[src/rtl/jk_count_driver.sv]
// Excitation driver for a bank of JK flops: drives J/K so the bank counts modulo
// MODULUS up or down, accepts parallel loads, and watches the bank for divergence.
module jk_count_driver #(
  parameter int WIDTH   = 4,
  parameter int MODULUS = 10
) (
  input  logic             clk,
  input  logic             rst,
  input  logic             en,
  input  logic             up,
  input  logic             load_valid,
  output logic             load_ready,
  input  logic [WIDTH-1:0] load_data,
  input  logic [WIDTH-1:0] q_fb,
  output logic [WIDTH-1:0] j,
  output logic [WIDTH-1:0] k,
  output logic             tc,
  output logic             busy,
  output logic             err
);

  typedef enum logic [1:0] {
    IDLE = 2'd0,
    RUN  = 2'd1,
    LOAD = 2'd2
  } state_t;

  // One extra bit so MODULUS == 2**WIDTH still compares correctly.
  localparam logic [WIDTH:0]   MOD_EXT = (WIDTH+1)'(MODULUS);
  localparam logic [WIDTH-1:0] MAX_VAL = WIDTH'(MODULUS - 1);

  state_t           state_q, state_d;
  logic [WIDTH-1:0] load_target_q, load_target_d;
  logic [WIDTH-1:0] expected_q, expected_d;
  logic             exp_valid_q, exp_valid_d;
  logic             tc_q, tc_d;
  logic             err_q, err_d;

  logic             q_illegal;
  logic             ld_illegal;
  logic             load_accept;
  logic             mismatch;
  logic             wrap;
  logic             drive;
  logic [WIDTH-1:0] run_target;
  logic [WIDTH-1:0] target;

  assign q_illegal   = ({1'b0, q_fb} >= MOD_EXT);
  assign ld_illegal  = ({1'b0, load_data} >= MOD_EXT);
  assign load_ready  = (state_q != LOAD);
  assign load_accept = load_valid && load_ready;
  assign mismatch    = exp_valid_q && (q_fb != expected_q);

  always_comb begin
    run_target = '0;
    wrap       = 1'b0;
    if (q_illegal) begin
      run_target = '0;
    end else if (up) begin
      wrap       = (q_fb == MAX_VAL);
      run_target = wrap ? '0 : q_fb + 1'b1;
    end else begin
      wrap       = (q_fb == '0);
      run_target = wrap ? MAX_VAL : q_fb - 1'b1;
    end
  end

  always_comb begin
    state_d       = state_q;
    load_target_d = load_target_q;
    tc_d          = 1'b0;
    err_d         = err_q | mismatch;
    target        = q_fb;
    drive         = 1'b0;

    case (state_q)
      IDLE: begin
        if (en) state_d = RUN;
      end
      RUN: begin
        target = run_target;
        drive  = 1'b1;
        tc_d   = wrap;
        if (q_illegal) err_d = 1'b1;
        if (!en) state_d = IDLE;
      end
      LOAD: begin
        target  = load_target_q;
        drive   = 1'b1;
        state_d = en ? RUN : IDLE;
      end
      default: state_d = IDLE;
    endcase

    // The accepting cycle keeps its own excitation; the load lands in LOAD.
    if (load_accept) begin
      state_d       = LOAD;
      load_target_d = ld_illegal ? '0 : load_data;
      if (ld_illegal) err_d = 1'b1;
    end

    expected_d  = target;
    exp_valid_d = 1'b1;
  end

  always_ff @(posedge clk or posedge rst) begin
    if (rst) begin
      state_q       <= IDLE;
      load_target_q <= '0;
      expected_q    <= '0;
      exp_valid_q   <= 1'b0;
      tc_q          <= 1'b0;
      err_q         <= 1'b0;
    end else begin
      state_q       <= state_d;
      load_target_q <= load_target_d;
      expected_q    <= expected_d;
      exp_valid_q   <= exp_valid_d;
      tc_q          <= tc_d;
      err_q         <= err_d;
    end
  end

  // Toggle exactly the bits that differ from the target; never set/reset-only.
  assign j    = (drive && !rst) ? (target ^ q_fb) : '0;
  assign k    = j;
  assign busy = (state_q == LOAD) && !rst;
  assign tc   = tc_q;
  assign err  = !rst && (err_q || mismatch);

endmodule

[config.mk]
export PLATFORM = sky130hd
export DESIGN_NAME = jk_count_driver
export DESIGN_NICKNAME = d
export VERILOG_FILES = /design/src/rtl/jk_count_driver.sv
export SDC_FILE = /design/constraint.sdc
export NUM_CORES = 1
export LEC_CHECK = 0
export ABC_AREA = 1
export CAP_MARGIN = 10
export CORE_MARGIN = 1
export CORE_UTILIZATION = 40
export CTS_CLUSTER_DIAMETER = 50
export DETAILED_ROUTE_END_ITERATION = 8
export PLACE_DENSITY = 0.67
export SYNTH_ARGS = -nofsm -noshare
export SYNTH_HDL_FRONTEND = slang
export SYNTH_SLANG_ARGS = --single-unit
[constraint.sdc]
create_clock -name clk -period 1.7 [get_ports clk]
set_input_delay 0.255 -clock clk [delete_from_list [all_inputs] [get_ports clk]]
set_output_delay 0.255 -clock clk [all_outputs]
set_load 0.005 [all_outputs]
### Yosys cells after proc, flatten, opt, wreduce, memory -nomap -nowiden

Cells that the tools add are included.

* add/sub/neg operators: 2
* order comparisons: 2
* equality and inequality tests: 7
* multiplexer cells: 20
* bitwise logic cells: 2
* reductions and logical operators: 11

Operator list (count)
* 4-bit two-way mux: 6
* 1-bit two-way mux: 9
* 4-bit greater-or-equal comparator (second input constant): 2
* 4-bit one-hot mux with 2 select lines: 1
* 2-bit two-way mux: 3
* 3-bit != test (second input constant): 2
* 2-bit one-hot mux with 3 select lines: 1
* 1-bit logical AND: 5
* 4-bit by 1-bit adder with 4-bit output (second input constant): 1
* 4-bit equality test (second input constant): 1
* 4-bit zero test: 1
* 4-bit != test: 1
* 4-bit by 1-bit subtractor with 4-bit output (second input constant): 1
* 4-bit bitwise XOR: 1
* 2-bit by 1-bit equality test with 1-bit output (second input constant): 1
* 2-bit equality test (second input constant): 1
* 2-bit zero test: 1
* 2-bit != test (second input constant): 1
* 2-bit AND reduction: 1
* 2-bit OR reduction: 1
* 1-bit zero test: 1
* 1-bit logical OR: 1
* 1-bit bitwise OR: 1

* register bits: 13
* input bits: 13

### Depth between registers and ports, before layout

Gate-level depths: netlist of run 1.

* depth in word-level cells: 7
* depth in mapped cells: 12

### Worst setup path before layout of run 1

Ideal clock, no wire load.

* kind: register to output
* start point: reg state_q[0]
* end point: out k[1]
* arrival time: 1368 ps
* path slack: 77 ps
* stages on the path, launching flop included: 10
* path through: dfrtp_1 inv_1 ha_1 inv_2 a21oi_1 inv_1 nor2_2 nor2_1 nor2_1 buf_4

* longest elaborated chain between the ends: 5
* elaborated cells on any way between the ends: 8

Ends and longest elaborated chain
* start: declaration: line 32 `state_t state_q, state_d;`
* start signal: assignment: line 115 `state_q <= state_d;`
* 2-bit equality test / 2-bit by 1-bit equality test with 1-bit output (equally long branches): line 76 `case (state_q)`
* 2-bit OR reduction (no line)
* 1-bit two-way mux: line 76
* 1-bit logical AND: line 125 `assign j = (drive && !rst) ? (target ^ q_fb) : '0;`
* 4-bit two-way mux (*): line 125
* end: declaration: line 16 `output logic [WIDTH-1:0] k,`

Mark *: on every way between the ends. The rest lies on a longest branch, timed or not.

### Worst setup path after layout of run 1

* start point: reg state_q[0]
* end point: out j[1]

* longest elaborated chain between the ends: 5
* elaborated cells on any way between the ends: 8

Ends and longest elaborated chain
* 2-bit equality test / 2-bit by 1-bit equality test with 1-bit output (equally long branches): line 76
* 2-bit OR reduction (no line)
* 1-bit two-way mux: line 76
* 1-bit logical AND: line 125
* 4-bit two-way mux (*): line 125
* end: declaration: line 15 `output logic [WIDTH-1:0] j,`

Marked as above.

==> results of run 1 <==
power by group through the flow:
stage / clock [mW] / sequential, mW / combinational, mW
after CTS: 0.194 / 0.492 / 1.56
after global placement: 0 / 0.478 / 1.14
after detailed placement: 0 / 0.485 / 1.17
after floorplan: 0 / 0.466 / 0.698
final: 0.192 / 0.504 / 1.68
after global routing: 0.211 / 0.513 / 1.83
layout make-up:
type / instances / area [um2]
inverters: 18 / 80.08
clock buffers: 4 / 26.28
well taps: 28 / 35.03
fillers: 165 / 644.4
multi-input cells: 98 / 626.9
flip-flops and latches: 13 / 325.3
repair buffers: 67 / 538.0
path summary, 6_finish.rpt:
check | endpoint | cells past startpoint
max | j[1] | 11
min | tc | 6
max reg2reg | expected_q[1] | 10
min reg2reg | load_target_q[2] | 2
max in group asynchronous | load_target_q[2] | 3
min in group asynchronous | load_target_q[1] | 3
sequential cells by signal (all words and copies together) (netlist names):
name,count
exp_valid_q,1
err_q,1
state_q,2
tc,1
load_target_q,4
expected_q,4
per-layer routing:
metal	vias to the layer above	part of all wire, %
met5	-	0
met4	0	0.29
met1	521	42
met3	2	6.0
li1	562	-
met2	33	51
timing repair:
action	4_1_cts	5_1_grt
hold buffers	0	0
gates resized for setup	69	11
endpoints found under the hold margin	0	0
pin swaps	18	10
buffers inserted	20	2
setup endpoints to repair	11	11
synth_stat cells:
library cell and count:
nand2_1 30, nand3_1 15, inv_4 2, nand2_2 3, a21oi_1 7, inv_2 5
o211ai_1 1, a22oi_2 1, o32ai_1 1, a22oi_1 2, nor2_2 2, nand4_1 3
buf_4 4, nor2_4 2, dfrtp_1 13, buf_6 4, ha_1 3, o21ai_0 4
conb_1 1, nor2_1 16, xnor2_1 4, inv_1 11, o21ai_2 1, o31ai_1 1
nand3_2 1
metrics by stage:
| step | setup WS (ns) | setup TNS (ns) | std cells | util [%] |
|---|---|---|---|---|
| floorplan | 0.07743 | 0 | 137 | - |
| global placement | -0.6874 | -6.042 | 204 | 60.09 |
| detailed placement | -0.7188 | -6.619 | 204 | 60.09 |
| CTS | -0.3235 | -2.409 | 227 | 70.20 |
| global route | -0.4385 | -3.091 | 228 | 71.69 |
| finish | -0.2984 | -2.218 | 228 | 71.69 |
worst register-to-register path, cell delays in order, from the launching register on:
cell	delay [ns]
dfrtp_1	0.40
inv_2	0.12
ha_4	0.17
nand2_4	0.07
nor2_4	0.13
buf_4	0.12
inv_2	0.03
nor2_2	0.10
nor2_2	0.05
buf_4	0.12
a21oi_1	0.10
logic make-up (layout without fill, tap and decap cells):
family          after synthesis  in the layout  synth area share [%]
xor+xnor                      4              4                 3.522
flops                        13             13                 32.70
simple gates                 72             72                 33.21
compound gates               18             18                 11.57
other cells                   1              1                0.3770
fa+ha+maj                     3              3                 3.774
buf+inv                      26             89                 14.84
==> results.sh, run 1 <==
export IMPL_r2r_start="state_q[1]"
export IMPL_cts_tree="done"
export IMPL_hp_class="in2reg"
export IMPL_cts_buffers=3
export IMPL_pwr_share_comb_pct=70.7
export IMPL_p_total_mw=2.374
export IMPL_nets=217
export IMPL_num_rows=17
export IMPL_cts_sinks=13
export IMPL_grt_max_degree=14
export IMPL_grtUsageMet2_pct=41.67
export IMPL_worstPathRequired_ns=1.44
export IMPL_critical_path_class="reg2out"
export IMPL_stdcell_area_mm2=0.001632
export IMPL_grt_pass1_wl_um=4547
export IMPL_gr_usage_met1_pct=28.00
export IMPL_peakVddDrop_mv=1.196
export IMPL_critPathMaxStageDelay_ns=0.40
export IMPL_drcViolationCount=0
export IMPL_setup_viol=9
export IMPL_io_buffers=24
export IMPL_ctsRootBufferMaster="clkbuf_4"
export IMPL_design_core_area_mm2=0.002276
export IMPL_ios=25
export IMPL_dr_pass1_iters=4
export IMPL_relSlewSlack_pct=66.01
export IMPL_grt_use_total_pct=23.03
export IMPL_path_cells="buf_4 > ha_4 > nand2_4 > nor2_4 > buf_4 > inv_2 > nor2_2 > nor2_2 > nor2_1 > nor2_1 > buf_2"
export IMPL_p_per_area_mw_per_mm2=1455
export IMPL_drt_iter0_markers=27
export IMPL_grt_ovfl_total=0
export IMPL_synth_cell_type_count=25
export IMPL_min_period_over_period_pct=117.6
export IMPL_hold_worst_slack_ns=0.4483
export IMPL_p_seq_share_pct=21.3
export IMPL_syn_to_final_growth_pct=64.02
export IMPL_diodes=0
export IMPL_finalMaxSlewViolations=0
export IMPL_initial_utilization_pct=43.71
export IMPL_cp_max_fo=3
export IMPL_rsz0062_at_grt="true"
export IMPL_drive_gt1_share_pct=45.50
export IMPL_p_leak_nw=0.8027
export IMPL_holdCritStartpoint="q_fb[0]"
export IMPL_clk_transition_reported_paths_ns=0.08
export IMPL_antenna_found_initial=0
export IMPL_post_dp_hpwl_um=1888
export IMPL_place_area_mm2=0.001368
export IMPL_critical_path_top_delay_family="buffers and inverters"
export IMPL_layout_commonest_cell="buf_4"
export IMPL_ys_top_cells_by_area="dfrtp_1 33%, nand2_1 11%, nand3_1 7.5%"
export IMPL_grt_pass1_vias=1063
export IMPL_p_sw_mw=0.9598
export IMPL_clock_latency_ns=0.28
export IMPL_skew_ns=0.002802
export IMPL_ys_seq_elements=13
export IMPL_finalCriticalPeriod_ns=1.998
export IMPL_clockBufferDepth=2
export IMPL_gp_congestion=0.8501
export IMPL_use_met3_pct=4.678
export IMPL_wire_per_inst_um=12.19
export IMPL_die_h_um=51.87
export IMPL_p_int_mw=1.414
export IMPL_crit_path_start_kind="flip-flop"
export IMPL_crit_slowest_cell="dfrtp_1"
export IMPL_synth_seq_area_share_pct=32.70
export IMPL_num_vias=1118
export IMPL_syn_nets=153
export IMPL_syn_inst=137
export IMPL_ys_warn_count=0
export IMPL_violations="setup timing"
export IMPL_p_clk_share_pct=8.1
export IMPL_r2r_slack_ns=0.21
export IMPL_h_tree_depth=1
export IMPL_netlist_area_um2=994.7
export IMPL_max_freq_mhz=500.4
export IMPL_finalHoldViolations=0
export IMPL_via_per_inst=4.904
export IMPL_grt_busiest_layer="met2"
export IMPL_critPathLaunch="state_q[0]"
export IMPL_synth_area_leader_cell="dfrtp_1"
export IMPL_avgSynthCellArea_um2=7.261
export IMPL_cap_violations=0
export IMPL_postRouteWirelength_um=2779
export IMPL_cp_end_kind="primary output"
export IMPL_worst_slack_ns=-0.2984
export IMPL_status="complete, but fails checks"
export IMPL_most_common_layout_cells="38 x buf_4, 29 x nand2_1, 15 x nor2_1"
export IMPL_crit_buf_inv=4
export IMPL_sw_frac_of_total_pct=40.43
export IMPL_die_area_mm2=0.002690
export IMPL_antenna_left=0
export IMPL_synth_top_area_share_pct=32.70
export IMPL_cp_arrival_ns=1.74
export IMPL_die_w_um=51.87
export IMPL_tightest_slew_ns=0.5093
Note: power is estimated with default switching activity, not from simulation.
==> run 2: changes to the inputs <==
--- a/config.mk
+++ b/config.mk
@@ -5,13 +5,12 @@
 export SDC_FILE = /design/constraint.sdc
 export NUM_CORES = 1
 export LEC_CHECK = 0
-export ABC_AREA = 1
 export CAP_MARGIN = 10
 export CORE_MARGIN = 1
 export CORE_UTILIZATION = 40
 export CTS_CLUSTER_DIAMETER = 50
 export DETAILED_ROUTE_END_ITERATION = 8
-export PLACE_DENSITY = 0.67
+export PLACE_DENSITY = 0.68
 export SYNTH_ARGS = -nofsm -noshare
 export SYNTH_HDL_FRONTEND = slang
 export SYNTH_SLANG_ARGS = --single-unit
==> results.sh, run 2 <==
export IMPL_num_vias=1015
export IMPL_layout_commonest_cell="buf_4"
export IMPL_antenna_left=0
export IMPL_ys_warn_count=0
export IMPL_dp_cells=182
export IMPL_synth_top_area_share_pct=33.99
export IMPL_p_per_area_mw_per_mm2=1174
export IMPL_postRouteWirelength_um=2707
export IMPL_syn_nets=129
export IMPL_grt_use_total_pct=22.51
export IMPL_p_leak_nw=0.7305
export IMPL_worst_slack_ns=-0.3803
export IMPL_drcViolationCount=0
export IMPL_dr_pass1_iters=4
export IMPL_syn_to_final_growth_pct=66.41
export IMPL_setup_viol=9
export IMPL_num_rows=17
export IMPL_avgSynthCellArea_um2=8.471
export IMPL_clock_latency_ns=0.27
export IMPL_finalCriticalPeriod_ns=2.080
export IMPL_largest_registers="expected_q x4, load_target_q x4, state_q x2"
export IMPL_cts_tree="done"
export IMPL_diodes=0
export IMPL_ys_seq_elements=13
export IMPL_setup_tns_ns=-2.817
export IMPL_critical_path_class="reg2out"
export IMPL_cp_arrival_ns=1.83
export IMPL_pwr_share_comb_pct=63.2
export IMPL_layout_cells_non_filler=194
export IMPL_skew_ns=0.008346
export IMPL_grt_max_degree=14
export IMPL_syn_inst=113
export IMPL_grtUsageMet2_pct=43.64
export IMPL_netlist_area_um2=957.2
export IMPL_drive_gt1_share_pct=43.37
export IMPL_design_core_area_mm2=0.002233
export IMPL_initial_utilization_pct=42.86
export IMPL_yosys_cell_count_top_type="dfrtp_1"
export IMPL_die_area_mm2=0.002592
export IMPL_gr_usage_met1_pct=26.68
export IMPL_drt_iter0_markers=24
export IMPL_multiInputGateArea_um2=688.2
export IMPL_post_dp_hpwl_um=1910
export IMPL_ys_top_cells_by_area="dfrtp_1 34%, xnor2_1 6.4%, a21oi_1 4.7%"
export IMPL_max_freq_mhz=480.7
export IMPL_wire_per_inst_um=13.95
export IMPL_grt_pass1_vias=1017
export IMPL_clockBufferDepth=2
export IMPL_die_w_um=50.92
export IMPL_sw_frac_of_total_pct=38.35
export IMPL_p_total_mw=1.870
export IMPL_grt_pass1_wl_um=4374
export IMPL_hp_class="in2reg"
export IMPL_cap_violations=0
export IMPL_peakVddDrop_mv=0.8420
export IMPL_cts_sinks=13
export IMPL_grt_ovfl_total=0
export IMPL_async_reset_ff_share_pct=100.0
export IMPL_use_met3_pct=1.786
export IMPL_die_h_um=50.92
export IMPL_min_period_over_period_pct=122.4
export IMPL_cp_max_fo=3
export IMPL_synth_area_leader_cell="dfrtp_1"
export IMPL_cp_end_kind="primary output"
export IMPL_most_common_layout_cells="30 x buf_4, 12 x dfrtp_1, 10 x nor2_1"
export IMPL_grt_busiest_layer="met2"
export IMPL_rsz0062_at_grt="true"
export IMPL_seq_area_um2=326.6
export IMPL_gp_congestion=0.8393
export IMPL_finalHoldViolations=0
export IMPL_crit_path_start_kind="flip-flop"
export IMPL_cts_buffers=3
export IMPL_status="complete, but fails checks"
export IMPL_synth_edf_count=0
export IMPL_hold_buffers=0
export IMPL_synth_seq_area_share_pct=33.99
export IMPL_io_buffers=24
export IMPL_synth_commonest_cells="13 x dfrtp_1, 10 x nor2_1, 9 x a21oi_1, 8 x inv_1, 7 x xnor2_1"
export IMPL_p_sw_mw=0.7172
export IMPL_finalMaxSlewViolations=0
export IMPL_ios=25
export IMPL_via_per_inst=5.232
export IMPL_nets=183
export IMPL_clk_transition_reported_paths_ns=0.09
export IMPL_p_clk_share_pct=10.2
export IMPL_synth_cell_type_count=38
export IMPL_fillers=169
export IMPL_yosys_most_used_dff="dfrtp_1"
export IMPL_ctsRootBufferMaster="clkbuf_4"
export IMPL_antenna_found_initial=0
export IMPL_worstPathRequired_ns=1.44
export IMPL_h_tree_depth=1
export IMPL_violations="setup timing"
export IMPL_p_int_mw=1.153
export IMPL_p_seq_share_pct=26.6
-- run 2: worst paths after layout --
kind,from,endpoint,slack [ns],cells past startpoint
worst max-delay path,state_q[0],j[2],-0.38,7
min in group asynchronous,rst,state_q[1],0.38,3
worst max register to register,state_q[0],expected_q[1],-0.11,9
worst min-delay path,q_fb[1],tc,0.21,2
max in group asynchronous,rst,state_q[0],1.14,3
worst min register to register,load_target_q[2],load_target_q[2],0.49,2
-- run 2: stage by stage --
stage | util (%) | cell area [um2] | hold WS (ns) | setup slack (ns)
after floorplan | - | 982.2 | 0.1402 | -0.03631
after global placement | 62.58 | 1398 | 0.4554 | -0.8660
after detailed placement | 62.58 | 1398 | 0.4700 | -0.8937
after CTS | 68.96 | 1540 | 0.2985 | -0.3632
after global routing | 71.32 | 1593 | 0.2130 | -0.4517
final | 71.32 | 1593 | 0.2141 | -0.3803
-- run 2: timing repair --
item | 4_1_cts | 5_1_grt
gates resized for setup | 58 | 14
setup buffers | 6 | 2
pin swaps | 14 | 9
hold endpoints to repair | 0 | 0
setup endpoints to repair | 13 | 12
-- run 2: power groups by stage --
stage	Combinational, mW	Clock [mW]	Sequential [mW]
final	1.18	0.191	0.497
after global routing	1.28	0.211	0.512
after CTS	1.05	0.198	0.494
after detailed placement	0.982	0	0.489
after global placement	0.968	0	0.481
after floorplan	0.546	0	0.470
-- run 2: cell families after synthesis --
group | count (synthesis) | share of synthesized area, %
compound gates | 33 | 23.40
xor+xnor | 7 | 6.405
fa+ha+maj | 3 | 3.922
buf+inv | 18 | 9.543
flops | 13 | 33.99
mux | 2 | 2.092
other cells | 1 | 0.3918
simple gates | 36 | 20.26
-- run 2: layout make-up --
type                    count  share of cell area, %
flip-flops and latches     13                  20.50
clock buffers               4                  1.650
well taps                  28                  2.200
inverters                   8                  1.885
repair buffers             59                  30.56
multi-input cells          82                  43.20
-- run 2: worst max-delay path: stages, from the launching register on --
cell and delay (ns):
dfrtp_2 0.45, ha_4 0.18, buf_4 0.14, and4b_1 0.21, buf_6 0.13, nor3_4 0.20, a211oi_2 0.10, buf_2 0.14
-- run 2: routing by layer --
metal,vias to the layer above,share of wire [%]
met5,-,0
met4,0,0.48
met3,2,2.8
met2,25,52
met1,483,44
li1,505,-
==> run 3: changes to the inputs <==
--- a/config.mk
+++ b/config.mk
@@ -10,7 +10,7 @@
 export CORE_UTILIZATION = 40
 export CTS_CLUSTER_DIAMETER = 50
 export DETAILED_ROUTE_END_ITERATION = 8
-export PLACE_DENSITY = 0.68
+export DONT_BUFFER_PORTS = 1
 export SYNTH_ARGS = -nofsm -noshare
 export SYNTH_HDL_FRONTEND = slang
 export SYNTH_SLANG_ARGS = --single-unit
==> results.sh, run 3 (synthesized netlist as in run 2, its figures left out) <==
export IMPL_cap_violations=0
export IMPL_antenna_found_initial=0
export IMPL_drive_gt1_share_pct=26.50
export IMPL_crit_path_start_kind="flip-flop"
export IMPL_ctsRootBufferMaster="clkbuf_4"
export IMPL_cp_arrival_ns=1.65
export IMPL_setup_viol=8
export IMPL_hp_class="in2reg"
export IMPL_fillers=230
export IMPL_clock_latency_ns=0.27
export IMPL_p_total_mw=1.535
export IMPL_path_cells="ha_4 > buf_6 > a32o_2 > o21a_1 > nor3_4"
export IMPL_h_tree_depth=1
export IMPL_p_per_area_mw_per_mm2=1310
export IMPL_drcViolationCount=0
export IMPL_violations="setup timing"
export IMPL_cp_end_kind="primary output"
export IMPL_peakVddDrop_mv=0.6194
export IMPL_tightest_slew_ns=0.5728
export IMPL_syn_to_final_growth_pct=22.35
export IMPL_p_leak_nw=0.4628
export IMPL_nets=134
export IMPL_design_core_area_mm2=0.002233
export IMPL_place_area_mm2=0.001007
export IMPL_status="complete, but fails checks"
export IMPL_critPathMaxStageDelay_ns=0.44
export IMPL_crit_cells=5
export IMPL_num_vias=810
export IMPL_cts_buffers=3
export IMPL_grt_use_total_pct=18.53
export IMPL_finalMaxSlewViolations=0
export IMPL_wire_per_inst_um=15.30
export IMPL_max_freq_mhz=524.9
export IMPL_die_w_um=50.92
export IMPL_io_buffers=0
export IMPL_stdcell_area_mm2=0.001171
export IMPL_cp_max_fo=4
export IMPL_cts_tree="done"
export IMPL_post_dp_hpwl_um=1528
export IMPL_grt_ovfl_total=0
export IMPL_worstSetupEndpoint="k[3]"
export IMPL_rr_endpoint="load_target_q[3]"
export IMPL_r2r_start="state_q[1]"
export IMPL_die_area_mm2=0.002592
export IMPL_cts_sinks=13
export IMPL_worstPathRequired_ns=1.44
export IMPL_rr_worst_depth=5
export IMPL_most_common_layout_cells="12 x dfrtp_1, 10 x nor2_1, 8 x a21oi_1"
export IMPL_ios=25
export IMPL_rsz0062_at_grt="true"
export IMPL_antenna_left=0
export IMPL_critical_path_class="reg2out"
export IMPL_grt_pass1_vias=806
export IMPL_worst_slack_ns=-0.2051
export IMPL_postRouteWirelength_um=2218
export IMPL_diodes=0
export IMPL_crit_slowest_cell="dfrtp_2"
export IMPL_postLayoutCoreUtil_pct=52.44
export IMPL_clk_transition_reported_paths_ns=0.08
export IMPL_gp_congestion=0.7312
export IMPL_grt_pass1_wl_um=3601
export IMPL_finalHoldViolations=0
export IMPL_min_period_over_period_pct=112.1
export IMPL_grt_max_degree=18
export IMPL_crit_buf_inv=1
export IMPL_relSlewSlack_pct=61.41
export IMPL_largest_registers="expected_q x4, load_target_q x4, state_q x2"
export IMPL_initial_utilization_pct=42.86
export IMPL_finalCriticalPeriod_ns=1.905
export IMPL_skew_ns=0.005545
export IMPL_r2r_slack_ns=0.27
export IMPL_via_per_inst=5.586
export IMPL_drt_iter0_markers=13
export IMPL_clockBufferDepth=2
export IMPL_dr_pass1_iters=4
export IMPL_die_h_um=50.92
export IMPL_layout_commonest_cell="dfrtp_1"
export IMPL_num_rows=17
export IMPL_critical_path_top_delay_family="compound AO/OA/AOI/OAI gates"
export IMPL_critPathLaunch="state_q[0]"
==> run 3: cell types whose count changed in the layout (fill, tap and decap cells not counted), sizes merged <==
cell,delta
clkdlybuf4s15,-1
dlymetal6s2s,-2
clkdlybuf4s50,-8
buf,-35
dlygate4sd2,-4
dlygate4sd3,+1
==> run 3: how the worst min path moves through the flow <==
stage	cells after the start	startpoint	endpoint
2_1_floorplan	1	rst	err_q
3_3_place_gp	2	rst	load_target_q[1]
6_report	1	q_fb[2]	tc
5_1_grt	1	q_fb[2]	tc
4_1_cts	1	q_fb[2]	tc
3_5_place_dp	2	rst	load_target_q[3]
==> run 3: power breakdown <==
group / internal, mW / switching, mW
clock network: 0.0908 / 0.101
logic: 0.395 / 0.447
registers: 0.419 / 0.0817
total: 0.905 / 0.630
==> run 3: routing by layer <==
layer  wire (um)  global-route usage [%]  vias to the layer above
met1        1075                   26.38                      382
met2        1038                   27.63                       18
met3          85                   3.274                        2
met5           0                       0                        -
li1            -                       -                      408
met4          19                   6.944                        0
==> run 3: what timing repair did <==
action / CTS / global route
hold buffers: 1 / 0
endpoints found under the setup margin: 8 / 8
endpoints found under the hold margin: 13 / 0
setup buffers: 1 / 1
pin swaps: 2 / 3
gates resized for setup: 9 / 12
==> run 3: through the flow <==
step	hold WS (ns)	setup slack, ns	std cells	TNS [ns]
2_1_floorplan	0.1402	-0.03631	113	-0.03631
3_3_place_gp	0.1776	0.06271	138	0
3_5_place_dp	0.1851	0.04176	138	0
4_1_cts	0.04746	-0.2425	144	-1.436
5_1_grt	0.03439	-0.2919	145	-1.901
6_report	0.05604	-0.2051	145	-1.252
==> run 3: area by class of cell <==
type | instances | area, um2 | share of cell area [%]
Inverter | 8 | 30.03 | 2.564
Timing Repair Buffer | 10 | 85.08 | 7.265
Multi-Input combinational cell | 82 | 668.1 | 57.05
Tap cell | 28 | 35.03 | 2.991
Clock buffer | 4 | 26.28 | 2.244
Sequential cell | 13 | 326.6 | 27.88
